### config.mk
export PLATFORM = sky130hd
export DESIGN_NAME = keypad_code_entry
export DESIGN_NICKNAME = d
export VERILOG_FILES = /design/src/rtl/lock_pkg.sv /design/src/rtl/lockout_timer.sv /design/src/rtl/keypad_code_entry.sv
export SDC_FILE = /design/constraint.sdc
export NUM_CORES = 1
export LEC_CHECK = 0
export CAP_MARGIN = 10
export CORE_MARGIN = 3
export CORE_UTILIZATION = 40
export CTS_CLUSTER_SIZE = 16
export DETAILED_ROUTE_END_ITERATION = 8
export PLACE_DENSITY = 0.63
export SLEW_MARGIN = 5
export SYNTH_ARGS = -nofsm -noshare
export SYNTH_HDL_FRONTEND = slang
export SYNTH_SLANG_ARGS = --single-unit
### constraint.sdc
create_clock -name clk -period 3.1 [get_ports clk]
set_clock_uncertainty 0.15 [all_clocks]
set_input_delay 0.62 -clock clk [delete_from_list [all_inputs] [get_ports clk]]
set_output_delay 0.62 -clock clk [all_outputs]
set_load 0.02 [all_outputs]
### src/rtl/lock_pkg.sv
// Shared definitions for the keypad entry side and the lock side.
package lock_pkg;

  localparam int unsigned CODE_W = 4;

  typedef logic [CODE_W-1:0] code_t;

  localparam logic [2:0] StIdle    = 3'd0;
  localparam logic [2:0] StSubmit  = 3'd1;
  localparam logic [2:0] StWait    = 3'd2;
  localparam logic [2:0] StOpen    = 3'd3;
  localparam logic [2:0] StLockout = 3'd4;

endpackage

### src/rtl/lockout_timer.sv
// Down-counter that times the lockout window; done is high once the window has elapsed.
module lockout_timer #(
  parameter int unsigned LOCKOUT_CYCLES = 16
) (
  input  logic clk,
  input  logic reset_n,
  input  logic start,
  output logic done
);

  localparam int unsigned CntW = (LOCKOUT_CYCLES > 1) ? $clog2(LOCKOUT_CYCLES) : 1;

  logic [CntW-1:0] count_q, count_d;

  // Loading LOCKOUT_CYCLES-1 makes done rise on the last cycle of the window.
  always_comb begin
    count_d = count_q;
    if (start) begin
      count_d = CntW'(LOCKOUT_CYCLES - 1);
    end else if (count_q != '0) begin
      count_d = count_q - CntW'(1);
    end
  end

  always_ff @(posedge clk or negedge reset_n) begin
    if (!reset_n) begin
      count_q <= '0;
    end else begin
      count_q <= count_d;
    end
  end

  assign done = (count_q == '0);

endmodule

### src/rtl/keypad_code_entry.sv
// Serial keypad code assembly with submit handshake to a lock, retry counting and lockout.
module keypad_code_entry
  import lock_pkg::*;
#(
  parameter int unsigned MAX_TRIES      = 3,
  parameter int unsigned LOCKOUT_CYCLES = 16
) (
  input  logic              clk,
  input  logic              reset_n,
  input  logic              key_valid,
  input  logic              key_bit,
  input  logic              submit,
  input  logic              clear,
  input  logic              unlocked,
  input  logic              wrong_code,
  output logic [CODE_W-1:0] key_input,
  output logic              enter,
  output logic [2:0]        digit_count,
  output logic [2:0]        fail_count,
  output logic              access_granted,
  output logic              locked_out,
  output logic              busy
);

  localparam logic [2:0] FullCount = 3'(CODE_W);

  logic [2:0] state_q, state_d;
  code_t      code_q, code_d;
  logic [2:0] count_q, count_d;
  logic [2:0] fail_q, fail_d;
  logic [2:0] fail_inc;
  logic       enter_q, granted_q, locked_q, busy_q;
  logic       timer_start, timer_done;

  assign fail_inc = fail_q + 3'd1;

  always_comb begin
    state_d     = state_q;
    code_d      = code_q;
    count_d     = count_q;
    fail_d      = fail_q;
    timer_start = 1'b0;
    case (state_q)
      StIdle: begin
        // Strict strobe priority: a lower strobe is dropped whenever a higher one is present.
        if (clear) begin
          code_d  = '0;
          count_d = '0;
        end else if (submit) begin
          if (count_q == FullCount) begin
            state_d = StSubmit;
          end
        end else if (key_valid && (count_q != FullCount)) begin
          code_d  = {code_q[CODE_W-2:0], key_bit};
          count_d = count_q + 3'd1;
        end
      end
      StSubmit: begin
        state_d = StWait;
      end
      StWait: begin
        code_d  = '0;
        count_d = '0;
        // Both responses asserted is treated as a wrong code.
        if (unlocked && !wrong_code) begin
          state_d = StOpen;
          fail_d  = '0;
        end else begin
          fail_d = fail_inc;
          if (fail_inc == 3'(MAX_TRIES)) begin
            state_d     = StLockout;
            timer_start = 1'b1;
          end else begin
            state_d = StIdle;
          end
        end
      end
      StOpen: begin
        if (clear) begin
          state_d = StIdle;
        end
      end
      StLockout: begin
        if (timer_done) begin
          state_d = StIdle;
          fail_d  = '0;
        end
      end
      default: begin
        state_d = StIdle;
      end
    endcase
  end

  always_ff @(posedge clk or negedge reset_n) begin
    if (!reset_n) begin
      state_q   <= StIdle;
      code_q    <= '0;
      count_q   <= '0;
      fail_q    <= '0;
      enter_q   <= 1'b0;
      granted_q <= 1'b0;
      locked_q  <= 1'b0;
      busy_q    <= 1'b0;
    end else begin
      state_q   <= state_d;
      code_q    <= code_d;
      count_q   <= count_d;
      fail_q    <= fail_d;
      enter_q   <= (state_d == StSubmit);
      granted_q <= (state_d == StOpen);
      locked_q  <= (state_d == StLockout);
      busy_q    <= (state_d == StSubmit) || (state_d == StWait) || (state_d == StLockout);
    end
  end

  lockout_timer #(
    .LOCKOUT_CYCLES(LOCKOUT_CYCLES)
  ) u_lockout_timer (
    .clk    (clk),
    .reset_n(reset_n),
    .start  (timer_start),
    .done   (timer_done)
  );

  assign key_input      = code_q;
  assign enter          = enter_q;
  assign digit_count    = count_q;
  assign fail_count     = fail_q;
  assign access_granted = granted_q;
  assign locked_out     = locked_q;
  assign busy           = busy_q;

endmodule
==> impl_metrics.yaml, run 1 <==
synthesis:
  synth_top_cell_by_area: "dfrtp_1"
  syn_avg_cell_area_um2: 11.3
  synth_top_area_share_pct: 46.3
  synth_cell_types: 38
  ys_seq_elements: 21
  synth_nets: 113
  syn_area_mm2: 0.00113
  async_flop_share_pct: 100
  synth-main-ff-cell: "dfrtp_1"
  syn_inst: 100
  ys_seq_area_share_pct: 46.3
  ys_top_cells_by_area: "dfrtp_1 (46%), ha_1 (5.5%), mux2i_1 (3.5%), nand2b_1 (3.3%), nor3b_4 (3.3%)"
  ys_warn_count: 0
  synth-edff-count: 0
power:
  power_density_mw_per_mm2: 514
  leakage_nw: 0.640
  vdd_drop_max_mv: 0.437
floorplanning:
  dieArea_mm2: 0.00351
  start_util_pct: 43.8
  die_y_um: 59.3
  rows: 18
  chipWidth_um: 59.3
  coreArea_mm2: 0.00259
  num_io_pins: 22
global_route:
  grt_max_degree: 22
  antenna_found_initial: 0
  grt_pass1_vias: 774
  grt_pass1_wl_um: 3500
  track_usage_pct: 12.9
  overflow: 0
critical_path:
  slowest_delay_ns: 0.63
  cp.buffers_inverters: 1
  crit_arrival_ns: 1.36
  end_kind: "primary output"
  start_kind: "register"
  cp_max_fo: 5
  cp_slowest_cell: "clkdlybuf4s50_1"
  crit_family: "buffers and inverters"
  path_class: "reg2out"
  cp.required_ns: 2.33
  path_cells: "clkdlybuf4s50_1"
status:
  status: "finished, final reports clean"
final_layout:
  diodes: 0
  fillers: 236
  most-common-layout-cells: "dfrtp_1 (21), clkdlybuf4s50_1 (21), inv_1 (9), nand2_1 (8), nand2b_1 (6)"
  fin_nets: 137
  syn_to_final_growth_pct: 22.8
  fin_area_mm2: 0.00139
  fin_cells: 153
  final_layout_size_suffix_gt1_share_pct: 14.6
timing:
  fmax_mhz: 469
  period_share_pct: 68.8
  tns_ns: 0
  rsz0062_at_grt: "no"
  hold_viol_final: 0
  tightest_slew_ns: 0.478
  fin_crit_ns: 2.13
  maxSlewViolCount: 0
  slew_headroom_pct: 68.2
  final-setup-viol-count: 0
clock_tree:
  cts_hold_buf: 0
  clk_latency_ns: 0.31
  clkTransAtPathRegs_ns: 0.12
  cts_buffers: 3
  post-cts-setup-buffers: 0
  cts_tree: "done"
  cts_buffer_depth: 2
  clkSinkCount: 21
  cts_resized: 0
  cts_root_buf: "clkbuf_4"
  htreeDepth: 1
detailed_routing:
  vias: 765
  drc: 0
  ant_nets: 0
  wl_per_cell_um: 13.4
  first_iter_violations: 16
  firstDrtPassIters: 4
  vias_per_cell: 5.00
  drt_wl_total_um: 2050
job:
  maxCapViolations: 0
placement:
  dp_cells: 149
  io_buffers: 21
  gp_congestion: 0.764
  dpl.hpwl_um: 1530
  placed_area_mm2: 0.00137
hold_path:
  hold_path.class: "reg2reg"
==> flip-flops by register name, summed over array words and instances, names as in the netlist <==
register                 flops
access_granted               1
busy                         1
digit_count                  3
enter                        1
fail_count                   3
key_input                    4
locked_out                   1
state_q                      3
u_lockout_timer.count_q      4
==> synthesized netlist by cell type (2+ instances only) <==
cell,n
dfrtp_1,21
inv_1,9
nand2_1,8
nand2b_1,6
ha_1,5
mux2i_1,4
o21ai_0,4
a21oi_1,3
nor2_1,3
nor2b_1,3
nor3_1,3
mux2_4,2
nor3b_4,2
o41ai_1,2
xnor2_1,2
==> layout make-up <==
cell class | instances | area, um^2 | area share, %
clock buffer | 3 | 22.5 | 1.62
timing repair buffer | 22 | 218 | 15.6
tap | 30 | 37.5 | 2.69
multi-input combinational | 67 | 552 | 39.6
clock inverter | 1 | 5.00 | 0.359
inverter | 9 | 33.8 | 2.42
sequential | 21 | 526 | 37.7
==> path summary, 6_finish.rpt <==
kind | from | to | slack (ns) | cells past startpoint
max | fail_count[0]$_DFFE_PN0P_ | fail_count[0] | 0.97 | 1
min | key_input[3]$_DFFE_PN0P_ | key_input[3]$_DFFE_PN0P_ | 0.38 | 1
max reg2reg | digit_count[0]$_DFFE_PN0P_ | key_input[1]$_DFFE_PN0P_ | 1.22 | 6
min reg2reg | key_input[3]$_DFFE_PN0P_ | key_input[3]$_DFFE_PN0P_ | 0.38 | 1
max in group asynchronous | reset_n | digit_count[1]$_DFFE_PN0P_ | 2.09 | 2
min in group asynchronous | reset_n | u_lockout_timer.count_q[2]$_DFFE_PN0P_ | 0.49 | 2
==> metal layers <==
| metal | track usage [%] | up-vias | wire [um] | share of wire [%] |
|---|---|---|---|---|
| li1 | - | 390 | - | - |
| met1 | 17.6 | 359 | 1020 | 50 |
| met2 | 20.4 | 14 | 936 | 46 |
| met3 | 4.79 | 2 | 89 | 4.3 |
| met4 | 0.971 | 0 | 7 | 0.34 |
| met5 | 0 | - | 0 | 0 |
==> report_power, final <==
group / switching (mW) / total (mW) / internal [mW]
Combinational: 0.111 / 0.231 / 0.120
Sequential: 0.0360 / 0.351 / 0.315
Clock: 0.0861 / 0.134 / 0.0483
==> per-stage QoR <==
step / hold slack, ns / power, mW / worst slack, ns / utilization [%]
2_1_floorplan: 0.174 / 0.513 / 1.27 / -
3_3_place_gp: 0.363 / 0.580 / 0.823 / 52.8
3_5_place_dp: 0.353 / 0.590 / 0.762 / 52.8
4_1_cts: 0.389 / 0.729 / 0.943 / 53.8
5_1_grt: 0.418 / 0.767 / 0.894 / 53.8
6_report: 0.382 / 0.717 / 0.968 / 53.8
==> logic make-up after synthesis <==
| kind of cell | after synthesis | share of synthesized area [%] |
|---|---|---|
| buf+inv | 12 | 5.07 |
| simple gates | 37 | 23.6 |
| flops | 21 | 46.3 |
| compound gates | 16 | 10.8 |
| mux | 7 | 7.17 |
| xor+xnor | 2 | 1.54 |
| fa+ha+maj | 5 | 5.51 |
Power figures use the tool's default switching activity.
==> run 2, diff against run 1 <==
--- a/config.mk
+++ b/config.mk
@@ -10,7 +10,7 @@
 export CORE_UTILIZATION = 40
 export CTS_CLUSTER_SIZE = 16
 export DETAILED_ROUTE_END_ITERATION = 8
-export PLACE_DENSITY = 0.63
+export PLACE_DENSITY = 0.66
 export SLEW_MARGIN = 5
 export SYNTH_ARGS = -nofsm -noshare
 export SYNTH_HDL_FRONTEND = slang
==> constraint.sdc (replaced) <==
create_clock -name clk -period 1.75 [get_ports clk]
set_clock_uncertainty 0.15 [all_clocks]
set_input_delay 0.35 -clock clk [delete_from_list [all_inputs] [get_ports clk]]
set_output_delay 0.35 -clock clk [all_outputs]
set_load 0.02 [all_outputs]
==> impl_metrics.yaml, run 2 (synthesis gave the netlist of run 1 again) <==
final_layout:
  fillers: 217
  layout_commonest_cell: "dfrtp_1"
  fin_nets: 144
  final_layout_size_suffix_gt1_share_pct: 23.8
  diodes: 0
  most-common-layout-cells: "dfrtp_1 (19), dlygate4sd2_1 (14), nand2_1 (8)"
  fin_area_mm2: 0.00146
  syn_to_final_growth_pct: 28.7
power:
  pwr-share-clk_pct: 17.6
  power_density_mw_per_mm2: 929
  vdd_drop_max_mv: 0.538
  p_switching_mw: 0.451
  internal-power_mw: 0.905
  p_seq_share_pct: 45.8
  power_frac_comb_pct: 36.5
  leakage_nw: 0.733
  switching_share_pct: 33.3
floorplanning:
  die_y_um: 59.3
  rows: 18
  num_io_pins: 22
  chipWidth_um: 59.3
  start_util_pct: 43.8
  coreArea_mm2: 0.00259
  dieArea_mm2: 0.00351
timing:
  slew_headroom_pct: 75.7
  final-setup-viol-count: 0
  fin_crit_ns: 1.70
  hold_viol_final: 0
  setup_ws_ns: 0.0477
  fmax_mhz: 587
  tns_ns: 0
  hold_slack_ns: 0.215
  period_share_pct: 97.3
  maxSlewViolCount: 0
  rsz0062_at_grt: "yes"
  tightest_slew_ns: 0.364
placement:
  dpl_worst_slack_ns: -0.105
  io_buffers: 21
  placed_area_mm2: 0.00140
  dpl.hpwl_um: 1610
  gp_congestion: 0.774
detailed_routing:
  wl_per_cell_um: 13.8
  drc: 0
  drt_wl_total_um: 2210
  vias: 831
  vias_per_cell: 5.19
  ant_nets: 0
  firstDrtPassIters: 4
  first_iter_violations: 12
clock_tree:
  cts_buffer_depth: 2
  htreeDepth: 1
  clkTransAtPathRegs_ns: 0.13
  cts_tree: "done"
  clkSinkCount: 21
  cts_buffers: 3
  cts_root_buf: "clkbuf_4"
  clk_latency_ns: 0.31
  cts_hold_buf: 0
critical_path:
  end_kind: "register"
  path_class: "reg2reg"
  cp.required_ns: 1.83
  cp_max_fo: 4
  start_kind: "register"
  crit_arrival_ns: 1.78
job:
  maxCapViolations: 0
global_route:
  grt_pass1_wl_um: 3970
  overflow: 0
  antenna_found_initial: 0
  track_usage_pct: 15.0
  grt_pass1_vias: 858
  grt_max_degree: 22
status:
  status: "finished, final reports clean"
hold_path:
  hold_path.class: "in2async"
-- run 2: layout make-up --
class                           count  area [um^2]  area share [%]
Sequential cell                    21          528            36.2
Clock buffer                        3         22.5            1.54
Clock inverter                      1         5.00           0.343
Multi-Input combinational cell     67          577            39.5
Tap cell                           30         37.5            2.57
Inverter                            9         33.8            2.31
Timing Repair Buffer               29          256            17.6
-- run 2: through the flow --
step | total power [mW] | instances | util (%)
after detailed placement | 1.07 | 153 | 54.0
after global placement | 1.05 | 153 | 54.0
final | 1.36 | 160 | 56.4
after global routing | 1.48 | 160 | 56.4
after CTS | 1.29 | 157 | 54.5
after floorplan | 0.912 | 100 | -
-- run 2: power by group through the flow --
stage          clock network [mW]  registers, mW  logic [mW]
2_1_floorplan                   0          0.656       0.256
3_3_place_gp                    0          0.633       0.419
3_5_place_dp                    0          0.636       0.433
4_1_cts                     0.248          0.625       0.419
5_1_grt                     0.274          0.634       0.567
6_report                    0.239          0.621       0.496
-- run 2: routing by layer --
metal	track usage, %	vias to the layer above	wire, um
met5	0	-	0
met4	2.91	0	29
met3	4.79	4	107
met2	22.2	20	1020
met1	21.6	404	1050
li1	-	403	-
-- run 2: worst max-delay path, cell delays in order, from the launching register on --
cell and delay (ns):
dfrtp_2 0.42, inv_2 0.08, ha_4 0.13, and2_4 0.14
nor3b_2 0.06, o31ai_4 0.31, buf_6 0.17, mux2i_1 0.17
-- run 2: timing repair --
item / in CTS / in global routing
resized for setup: 15 / 5
setup endpoints to repair: 16 / 10
pin swaps: 0 / 2
buffers inserted: 0 / 3
-- run 2: worst paths after layout --
kind,startpoint,slack [ns],depth (start not counted),to
worst max-delay path,digit_count[0]$_DFFE_PN0P_,0.05,7,digit_count[1]$_DFFE_PN0P_
worst min-delay path,reset_n,0.22,2,u_lockout_timer.count_q[2]$_DFFE_PN0P_
worst max register to register,digit_count[0]$_DFFE_PN0P_,0.05,7,digit_count[1]$_DFFE_PN0P_
worst min register to register,key_input[3]$_DFFE_PN0P_,0.38,1,key_input[3]$_DFFE_PN0P_
max in group asynchronous,reset_n,0.99,2,digit_count[0]$_DFFE_PN0P_
min in group clk,key_input[3]$_DFFE_PN0P_,0.38,1,key_input[3]$_DFFE_PN0P_
